<file path="src/rtl/env_mixer_pkg.sv">
// Shared constants and state type for the four-voice envelope mixer.
package env_mixer_pkg;

  typedef enum logic [2:0] {
    ST_IDLE,
    ST_ATTACK,
    ST_DECAY,
    ST_SUSTAIN,
    ST_RELEASE
  } env_state_t;

  localparam logic [3:0]  ENV_MAX    = 4'd15;
  localparam logic [15:0] LFSR_SEED  = 16'hACE1;
  // Fibonacci taps 16,14,13,11 as a mask over bits [15:0]
  localparam logic [15:0] LFSR_TAPS  = 16'hB400;

endpackage

</file>
<file path="src/rtl/env_voice.sv">
// One voice: ADSR-style envelope FSM and its 4-bit level, stepped on sample strobes.
module env_voice
  import env_mixer_pkg::*;
#(
  parameter int unsigned ATTACK_STEP = 1,
  parameter int unsigned SUSTAIN     = 8
) (
  input  logic       clock,
  input  logic       reset,
  input  logic       i_ena,
  input  logic       i_tick,
  input  logic       i_rise,
  input  logic       i_fall,
  output logic [3:0] o_env,
  output logic       o_busy
);

  localparam logic [3:0] SUST4 = 4'(SUSTAIN);

  env_state_t r_state, w_state_nxt;
  logic [3:0] r_env, w_env_nxt;
  logic [4:0] w_att;
  logic [3:0] w_att_sat;
  logic [3:0] w_dec;

  assign w_att     = {1'b0, r_env} + 5'(ATTACK_STEP);
  assign w_att_sat = (w_att > {1'b0, ENV_MAX}) ? ENV_MAX : w_att[3:0];
  assign w_dec     = r_env - 4'd1;

  always_ff @(posedge clock or posedge reset) begin
    if (reset) begin
      r_state <= ST_IDLE;
      r_env   <= '0;
    end else begin
      r_state <= w_state_nxt;
      r_env   <= w_env_nxt;
    end
  end

  always_comb begin
    w_state_nxt = r_state;
    w_env_nxt   = r_env;
    if (i_ena) begin
      // Gate edges take precedence; the level is kept on retrigger.
      if (i_rise) begin
        w_state_nxt = ST_ATTACK;
      end else if (i_fall && (r_state == ST_ATTACK || r_state == ST_DECAY ||
                              r_state == ST_SUSTAIN)) begin
        w_state_nxt = ST_RELEASE;
      end else begin
        case (r_state)
          ST_ATTACK: begin
            if (i_tick) begin
              w_env_nxt = w_att_sat;
              if (w_att_sat == ENV_MAX) w_state_nxt = ST_DECAY;
            end
          end
          ST_DECAY: begin
            if (r_env <= SUST4) begin
              w_state_nxt = ST_SUSTAIN;
            end else if (i_tick) begin
              w_env_nxt = w_dec;
              if (w_dec <= SUST4) w_state_nxt = ST_SUSTAIN;
            end
          end
          ST_RELEASE: begin
            if (r_env == '0) begin
              w_state_nxt = ST_IDLE;
            end else if (i_tick) begin
              w_env_nxt = w_dec;
              if (w_dec == '0) w_state_nxt = ST_IDLE;
            end
          end
          default: ;
        endcase
      end
    end
  end

  assign o_env  = r_env;
  assign o_busy = (r_state != ST_IDLE);

endmodule

</file>
<file path="src/rtl/env_mixer.sv">
// Four-voice envelope mixer: gate edge detect, shared envelope divider, 2-stage mix.
// Optional dither on the final shift is enabled with `define MIXER_DITHER_EN.
module env_mixer
  import env_mixer_pkg::*;
#(
  parameter int unsigned ENV_DIV     = 64,
  parameter int unsigned ATTACK_STEP = 1,
  parameter int unsigned SUSTAIN     = 8
) (
  input  logic        clock,
  input  logic        reset,
  input  logic        sample_ena,
  input  logic [15:0] voices,
  input  logic [3:0]  gate,
  output logic [3:0]  sample,
  output logic [15:0] env_o,
  output logic        busy
);

  localparam logic [11:0] DIV_LAST = 12'(ENV_DIV - 1);

  logic [3:0]  r_gate_q;
  logic [11:0] r_div;
  logic        r_ena_d;
  logic [3:0]  r_p [4];
  logic        w_tick;
  logic [3:0]  w_rise, w_fall, w_busy;
  logic [7:0]  w_prod [4];
  logic [5:0]  w_sum;
  logic [3:0]  w_sample;

  assign w_rise = gate & ~r_gate_q;
  assign w_fall = ~gate & r_gate_q;
  assign w_tick = sample_ena && (r_div == DIV_LAST);

  always_ff @(posedge clock or posedge reset) begin
    if (reset) begin
      r_gate_q <= '0;
      r_div    <= '0;
    end else if (sample_ena) begin
      r_gate_q <= gate;
      r_div    <= (r_div == DIV_LAST) ? '0 : r_div + 12'd1;
    end
  end

  for (genvar g = 0; g < 4; g++) begin : g_voice
    env_voice #(
      .ATTACK_STEP(ATTACK_STEP),
      .SUSTAIN    (SUSTAIN)
    ) u_voice (
      .clock (clock),
      .reset (reset),
      .i_ena (sample_ena),
      .i_tick(w_tick),
      .i_rise(w_rise[g]),
      .i_fall(w_fall[g]),
      .o_env (env_o[4*g +: 4]),
      .o_busy(w_busy[g])
    );
    assign w_prod[g] = {4'b0, voices[4*g +: 4]} * {4'b0, env_o[4*g +: 4]};
  end

  assign busy = |w_busy;

  // Stage 1 captures products with the envelope levels from before this strobe.
  always_ff @(posedge clock or posedge reset) begin
    if (reset) begin
      for (int unsigned k = 0; k < 4; k++) r_p[k] <= '0;
      r_ena_d <= 1'b0;
    end else begin
      r_ena_d <= sample_ena;
      if (sample_ena) begin
        for (int unsigned k = 0; k < 4; k++) r_p[k] <= 4'(w_prod[k] >> 4);
      end
    end
  end

  always_comb begin
    w_sum = '0;
    for (int unsigned k = 0; k < 4; k++) w_sum = w_sum + 6'(r_p[k]);
  end

`ifdef MIXER_DITHER_EN
  logic [15:0] r_lfsr;
  logic [6:0]  w_dsum;

  always_ff @(posedge clock or posedge reset) begin
    if (reset) r_lfsr <= LFSR_SEED;
    else if (sample_ena) r_lfsr <= {r_lfsr[14:0], ^(r_lfsr & LFSR_TAPS)};
  end

  assign w_dsum   = 7'(w_sum) + 7'(r_lfsr[1:0]);
  assign w_sample = ((w_dsum >> 2) > 7'd15) ? 4'd15 : 4'(w_dsum >> 2);
`else
  assign w_sample = 4'(w_sum >> 2);
`endif

  always_ff @(posedge clock or posedge reset) begin
    if (reset) sample <= '0;
    else if (r_ena_d) sample <= w_sample;
  end

endmodule

</file>
<file path="config.mk">
export PLATFORM = sky130hd
export DESIGN_NAME = env_mixer
export DESIGN_NICKNAME = d
export VERILOG_FILES = /design/src/rtl/env_mixer_pkg.sv /design/src/rtl/env_voice.sv /design/src/rtl/env_mixer.sv
export SDC_FILE = /design/constraint.sdc
export NUM_CORES = 1
export LEC_CHECK = 0
export CAP_MARGIN = 20
export CORE_ASPECT_RATIO = 1.1
export CORE_MARGIN = 3
export CORE_UTILIZATION = 44
export DETAILED_ROUTE_END_ITERATION = 12
export GPL_ROUTABILITY_DRIVEN = 0
export PLACE_DENSITY_LB_ADDON = 0.25
export SLEW_MARGIN = 40
export SYNTH_ARGS = -nofsm -noshare
export SYNTH_HDL_FRONTEND = slang
export SYNTH_SLANG_ARGS = --single-unit
export TNS_END_PERCENT = 20
</file>
<file path="constraint.sdc">
create_clock -name clock -period 7.06 [get_ports clock]
set_input_delay 0.706 -clock clock [delete_from_list [all_inputs] [get_ports clock]]
set_output_delay 0.706 -clock clock [all_outputs]
set_load 0.02 [all_outputs]
</file>
* Yosys cells after proc, flatten, opt, wreduce, memory -nomap -nowiden
Cells that the tools add are included.
Word-level totals: register bits 65, bits in latches 0, RAM bits 0, bits in read-only memories 0, input port bits 23, memories kept 0
Operators by class: $add $sub $neg 12, multiply operators 4, divide/modulo/power cells 0, order comparisons 12, eq/ne operators 57, shift operators 0, mux-type cells 69, bitwise operators 12, reductions and logical operators 42
Operators with widths (count):
- 3-bit two-way mux | 40
- 4-bit two-way mux | 20
- 4-bit case mux with 3 select lines | 4
- 3-bit case mux with 3 select lines | 4
- 5-bit inequality test, second input constant | 7
- 4-bit less-or-equal comparator, second input constant | 8
- 4-bit zero test | 8
- 4-bit by 4-bit multiplier with 8-bit output | 4
- 8-bit AND reduction | 4
- 4-bit inequality test, second input constant | 7
- 7-bit AND reduction | 4
- 5-bit by 2-bit inequality test with 1-bit output, second input constant | 5
- 3-bit by 2-bit equality test with 1-bit output, second input constant | 8
- 3-bit nonzero test | 8
- 2-bit inequality test, second input constant | 11
- 4-bit by 1-bit adder with 5-bit output, second input constant | 4
- 5-bit by 4-bit greater-than comparator with 1-bit output, second input constant | 4
- 5-bit nonzero test | 4
- 4-bit equality test, second input constant | 4
- 4-bit by 1-bit subtractor with 4-bit output, second input constant | 4
- 5-bit by 3-bit inequality test with 1-bit output, second input constant | 3
- 12-bit by 1-bit adder with 12-bit output, second input constant | 1
- 12-bit by 6-bit equality test with 1-bit output, second input constant | 1
- 3-bit by 1-bit equality test with 1-bit output, second input constant | 4
- 14 further kinds | 37

* Logic depth before layout (Yosys ltp)
Gate-level depths: netlist of the first run.
depth in word-level cells 9, mapped depth 15, mapped depth without buffers 14

* Hierarchy
Synthesis of the first run repeated with hierarchy kept, for this count alone.
Unflattened totals: cells, all modules 782, area total of the unflattened synthesis 6827.8 µm²
Modules (own cells, without submodules):
- env_mixer | times used 1, cells each 375, area an instance 3469.6 µm², seq. area each 925.9 µm²
- env_voice (g_voice[0].u_voice ...) | times used 3, cells each 104, area an instance 857.1 µm², seq. area each 175.2 µm²
- env_voice (g_voice[2].u_voice) | times used 1, cells each 95, area an instance 787.0 µm², seq. area each 175.2 µm²

* Least setup slack after synthesis of the first run
No wires, ideal clock.
path type flip-flop to flip-flop, from register g_voice[0].u_voice.r_env[2], to register r_p[15] in the netlist's numbering, data arrival time 3.391 ns, data required time 6.935 ns, setup slack 3.545 ns, stages on the path, launching flop included 15, path through dfrtp_1 -> clkbuf_1 -> clkbuf_1 -> nand2_1 -> fa_1 -> fa_1 -> inv_1 -> ha_1 -> nand4_1 -> o21bai_1 -> a21oi_1 -> o21bai_1 -> a21oi_1 -> xnor2_1 -> mux2_2
Between the ends: longest elaborated chain between the ends 1
Ends and longest elaborated chain:
- from (decl) | line env_voice.sv:21 | logic [3:0] r_env, w_env_nxt;
- from (signal assigned) | line env_voice.sv:36 | r_env <= w_env_nxt;
- 4-bit by 4-bit multiplier with 8-bit output | line env_mixer.sv:60 | assign w_prod[g] = {4'b0, voices[4*g +: 4]} * {4'b0, env_o[4*g +: 4]};
- to (decl) | line env_mixer.sv:25 | logic [3:0] r_p [4];
Every way passes these cells. A chain may end at the register's enable or synchronous reset.

* Final worst setup path of the first run
from input port voices[0], to register r_p[15] in the netlist's numbering
Between the ends: longest elaborated chain between the ends 1
Ends and longest elaborated chain:
- from (decl) | line env_mixer.sv:13 | input logic [15:0] voices,
- 4-bit by 4-bit multiplier with 8-bit output | line env_mixer.sv:60
Every way passes these cells.

==> impl_metrics.ini, run 1 <==
[setup_path]
worstPathArrival_ns = 3.91
rr_startpoint = g_voice[0].u_voice.o_env[3]$_DFFE_PP0P_
critPathKind = input port to flip-flop
slowest_delay_ns = 0.57
worstPathRequired_ns = 7.27
end_kind = flip-flop
worstPathMaxFanout = 3
cp_top_family = adder cells
crit_start = voices[0]
worst_path_max_delay_cell = fa_1
startpoint_type = input port
path_cells = clkdlybuf4s50_1 > nand2_1 > fa_1 > fa_1 > inv_1 > ha_1 > nand4_1 > o21bai_1 > a21oi_1 > o21bai_1 > a21oi_1 > xnor2_1 > mux2_2
worst-path-buf-inv = 2

[logic_synthesis]
synth_cell_types = 70
yosys_warnings = 0
syn_area_per_cell_um2 = 8.64
async_flop_share = 1.00
synth_top_area_frac = 0.273
synth_commonest_cells = nand2_1, inv_1, dfrtp_1, ha_1, o21ai_0
syn_nets = 792
syn_inst = 690
yosysMostFrequentCell = nand2_1
netlist_area_um2 = 5960
seq_area_frac_synth = 0.273
yosys-top-cells-area = dfrtp_1, ha_1, fa_1
ys_ff_latch = 65
synth_edf_count = 0
ys.flop_type = dfrtp_1
yosysTopAreaCell = dfrtp_1

[routing]
detail_route.wl_per_cell_um = 14.8
viasPerCell = 5.70
ant_nets = 0
vias = 5002
firstDrtPassIters = 5
dr.first_iter.drc_count = 266
routed_wl_mm = 13.0
remaining_drc_errors = 0

[cts]
cts_resized = 0
cts_tree = built
cts.clk_slew.worst_paths_ns = 0.06
clock_latency_ns = 0.33
cts_sinks = 65
post_cts_buffers = 0
htree_levels = 3
clockBufferDepth = 2
cts_hold_buffers = 0
root_buffer = clkbuf_16
cts_buffers = 9

[grt]
grt_pass1_wl_mm = 22.3
antenna_found_initial = 0
grt_pass1_vias = 4827
grt-ovfl-total = 0
grt_max_degree = 66
track_usage = 0.183

[finish]
final_cells = 877
synthToLayoutAreaGrowth_pct = 13.6
fin_nets = 817
antenna-diode-count = 0
num-fill-cells = 1185
drive_above_1_share = 0.0653

[timing]
min_period_over_period = 0.524
timing.final.ws_setup_ns = 3.36
setup_tns_ns = 0
hold_ws_ns = 0.476
drv_slew = 0
slew_headroom = 0.531
clock_skew_ns = 0.00665
worst_pin_slew_ns = 0.704
post-route-min-period_ns = 3.70
setup_violations = 0
rsz0062_at_grt = false
finalHoldViolCount = 0
fmax_mhz = 270

[die]
die_area_um2 = 15000
die_x_um = 117
ios = 44
start_util = 0.461
core_um2 = 12900
num_rows = 43
die_y_um = 128

[flow_run]
drv_cap = 0

[worst_hold_path]
worstHoldStart = r_div[11]$_DFFE_PP0P_
hold_path_class = flip-flop to flip-flop

[placed_design]
dpl.hpwl_mm = 9.47
dp_worst_setup_slack_ns = 3.03
dpl.cell_count = 861
port_buffers = 43

[power_and_ir_drop]
irDropWorstVdd_v = 0.000133
p_leak_nw = 3.04
cellPowerDensity_nw_per_um2 = 233

[run_status]
outcome = completed
==> final timing paths <==
kind	slack, ns	cells after the start	endpoint
min	0.48	1	r_div[11]$_DFFE_PP0P_
max reg2reg	3.51	12	r_p[15]$_DFFE_PP0P_
min in group asynchronous	0.83	3	r_div[7]$_DFFE_PP0P_
max	3.36	13	r_p[15]$_DFFE_PP0P_
max in group asynchronous	5.79	3	r_gate_q[1]$_DFFE_PP0P_
min reg2reg	0.48	1	r_div[11]$_DFFE_PP0P_
==> placed cells by master, fill, tap and decap left out, types with 9 or more instances in the layout <==
cell type / netlist / routed
and2_1: 26 / 26
nand2_1: 74 / 74
clkbuf_16: 0 / 9
nor2_1: 39 / 39
fa_1: 20 / 20
o21bai_1: 12 / 12
mux2_2: 15 / 15
ha_1: 59 / 59
o21ai_0: 41 / 41
nand2b_1: 21 / 21
xnor2_1: 21 / 21
a21oi_1: 39 / 39
dfrtp_1: 65 / 65
o31ai_1: 13 / 13
inv_1: 66 / 65
clkdlybuf4s50_1: 0 / 43
nand4_1: 13 / 13
nand3_1: 10 / 10
==> flip-flops by register name, summed over array words and instances, names as in the netlist <==
register / flops
g_voice.u_voice.o_env: 16
r_p: 16
g_voice.u_voice.r_state: 12
r_div: 12
r_gate_q: 4
sample: 4
r_ena_d: 1
==> area by class of cell <==
cell class                      count  area [um2]  area share
Clock buffer                       13         250      0.0370
Clock inverter                      3        40.0     0.00592
Inverter                           66         248      0.0366
Multi-Input combinational cell    528        3960       0.585
Sequential cell                    65        1630       0.240
Tap cell                          157         196      0.0290
Timing Repair Buffer               45         449      0.0664
==> worst register-to-register path, delay by kind of cell, from the launching register on <==
kind | cells | cell delay, ns
and+or+nand+nor | 2 | 0.24
adders and majority gates | 3 | 1.39
DFF | 1 | 0.65
xor gates and xnor gates | 1 | 0.12
buffers and inverters | 1 | 0.06
muxes | 1 | 0.25
AOI/OAI and AO/OA | 4 | 0.71
==> metrics by stage <==
stage,util,instance area [um2],power (mW)
2_1_floorplan,-,5960,0.995
3_3_place_gp,0.501,6470,1.10
3_5_place_dp,0.501,6470,1.12
4_1_cts,0.524,6760,1.58
5_1_grt,0.524,6770,1.69
6_report,0.524,6770,1.57
==> kinds of logic (layout without fill, tap and decap cells) <==
logic type               count (synthesis)  count (layout)  synth area share
AND/OR/NAND/NOR                        224             224             0.196
AO/OA/AOI/OAI                          178             178             0.201
buffers and inverters                   97             127            0.0628
adder cells (fa/ha/maj)                 80              80             0.193
flip-flops                              65              65             0.273
XOR/XNOR                                27              27            0.0397
multiplexers                            19              19            0.0351
==> layer usage <==
| metal | part of all wire | track usage | up-vias |
|---|---|---|---|
| met1 | 0.46 | 0.248 | 2400 |
| met4 | 0.017 | 0.0634 | 0 |
| met3 | 0.031 | 0.0246 | 22 |
| li1 | - | - | 2472 |
| met5 | 0 | 0 | - |
| met2 | 0.49 | 0.298 | 108 |
==> power by group <==
group          total (mW)  switching [mW]  internal [mW]
sequential          0.555           0.118          0.437
clock               0.443           0.161          0.282
combinational       0.576           0.323          0.253
No activity file was read; power rests on OpenSTA's default activity.
==> run 2: changes to the inputs <==
==> constraint.sdc (replaced) <==
create_clock -name clock -period 3.33 [get_ports clock]
set_input_delay 0.333 -clock clock [delete_from_list [all_inputs] [get_ports clock]]
set_output_delay 0.333 -clock clock [all_outputs]
set_load 0.02 [all_outputs]
==> run 2 against run 1 <==
First-iteration DRC count shrank 6.8%. Sequential cell count is the same. Core utilization grew 2.2 points. Via count increased by 3.4%. Critical path type unchanged. Largest cell class unchanged.
==> impl_metrics.ini, run 2 (synthesis results as in run 1) <==
[finish]
postLayoutCellArea_um2 = 7050
final-seq-area_um2 = 1630
antenna-diode-count = 0
layout_common_cells = nand2_1, inv_1, dfrtp_1
drive_above_1_share = 0.116
fin_nets = 856
final_cells = 915
final_common_cell = nand2_1
post-route-util = 0.546
synthToLayoutAreaGrowth_pct = 18.3
num-fill-cells = 1182
multi_input_area_um2 = 3960

[routing]
viasPerCell = 5.65
firstDrtPassIters = 4
detail_route.wl_per_cell_um = 14.7
ant_nets = 0
vias = 5174
dr.first_iter.drc_count = 248
remaining_drc_errors = 0
routed_wl_mm = 13.5

[timing]
min_period_over_period = 0.932
setup_tns_ns = 0
fmax_mhz = 322
worst_pin_slew_ns = 0.705
slew_headroom = 0.526
drv_slew = 0
setup_violations = 0
rsz0062_at_grt = false
clock_skew_ns = 0.00483
hold_ws_ns = 0.357
finalHoldViolCount = 0
post-route-min-period_ns = 3.10

[power_and_ir_drop]
pwr-share-seq = 0.351
irDropWorstVdd_v = 0.000274
p_sw_mw = 1.28
cellPowerDensity_nw_per_um2 = 473
power.share.switching = 0.386
p_leak_nw = 3.23
p_int_mw = 2.05
combPwrFrac = 0.374
p_clk_frac = 0.276

[flow_run]
drv_cap = 0

[setup_path]
critPathKind = input port to flip-flop
reg2regPathDepth = 12
rr_startpoint = g_voice[1].u_voice.o_env[3]$_DFFE_PP0P_
worstPathArrival_ns = 3.33
worstPathRequired_ns = 3.56
slowest_delay_ns = 0.55
worst_path_max_delay_cell = fa_1
end_kind = flip-flop
worstPathMaxFanout = 2
path_cells = clkdlybuf4s50_1 > nand2_1 > fa_1 > fa_1 > inv_1 > ha_1 > nand4_1 > o21bai_1 > a21oi_1 > o21bai_1 > a21oi_1 > xnor2_1 > mux2_2
r2r-end = r_p[11]$_DFFE_PP0P_
startpoint_type = input port
rrSetupSlack_ns = 0.35

[grt]
antenna_found_initial = 0
track_usage = 0.193
grt-ovfl-total = 0
grt_max_degree = 37
grt_pass1_vias = 5011
grt_pass1_wl_mm = 23.5

[cts]
clock_latency_ns = 0.35
cts_resized = 0
post_cts_buffers = 0
root_buffer = clkbuf_16
cts.clk_slew.worst_paths_ns = 0.06
cts_buffers = 9
clockBufferDepth = 2
cts_hold_buffers = 0
cts_sinks = 65
cts_tree = built
htree_levels = 3

[placed_design]
dpl.hpwl_mm = 10.3
dpl.cell_count = 900
place_area_um2 = 6770
port_buffers = 43

[die]
die_area_um2 = 15000
die_x_um = 117
core_um2 = 12900
die_y_um = 128
start_util = 0.461
num_rows = 43
ios = 44

[worst_hold_path]
hold_path_class = input port to async pin

[run_status]
outcome = completed
[run 2: changes by cell type in the layout (fill, tap and decap cells not counted), sizes merged]
cell    delta
clkinv     +1
clkbuf     -1
bufinv     -1
buf       +39
[run 2: critical path, delay by kind of cell]
family                     cells  cell delay (ns)
adders and majority gates      3             1.32
AOI/OAI and AO/OA              4             0.55
and+or+nand+nor                2             0.19
xor gates and xnor gates       1             0.12
buffers and inverters          2             0.53
muxes                          1             0.26
[run 2: power by group through the flow]
stage / Clock (mW) / Sequential (mW) / Combinational, mW
5_1_grt: 0.977 / 1.20 / 1.40
6_report: 0.918 / 1.17 / 1.24
3_3_place_gp: 0 / 1.17 / 1.20
4_1_cts: 0.937 / 1.16 / 1.24
3_5_place_dp: 0 / 1.17 / 1.24
2_1_floorplan: 0 / 1.03 / 1.08
[run 2: per-layer routing]
metal  share of wire  up-vias  track usage
met1            0.45     2504        0.254
met3           0.044       13       0.0477
met4           0.013        0       0.0499
met2            0.49      108        0.318
met5               0        -            0
li1                -     2549            -
[run 2: final cells by class]
type / instances / area share
multi-input combinational: 528 / 0.562
sequential: 65 / 0.231
timing repair buffer: 84 / 0.105
clock buffer: 12 / 0.0378
inverter: 66 / 0.0352
tap: 157 / 0.0279
clock inverter: 3 / 0.00213
[run 2: worst max-delay path by stage]
stage | startpoint | to | slack, ns | cells past startpoint
global placement | voices[0] | r_p[15]$_DFFE_PP0P_ | -0.04 | 13
finish | voices[4] | r_p[11]$_DFFE_PP0P_ | 0.23 | 13
CTS | voices[4] | r_p[11]$_DFFE_PP0P_ | 0.20 | 13
global route | voices[0] | r_p[15]$_DFFE_PP0P_ | 0.06 | 13
detailed placement | voices[4] | r_p[11]$_DFFE_PP0P_ | -0.15 | 13
floorplan | g_voice[0].u_voice.o_env[2]$_DFFE_PP0P_ | r_p[15]$_DFFE_PP0P_ | -0.04 | 14
[run 2: stage by stage]
| stage | worst slack (ns) | total power [mW] |
|---|---|---|
| after floorplan | -0.0375 | 2.11 |
| after global placement | -0.0355 | 2.36 |
| after detailed placement | -0.149 | 2.41 |
| after CTS | 0.201 | 3.34 |
| after global routing | 0.0568 | 3.58 |
| final | 0.226 | 3.33 |
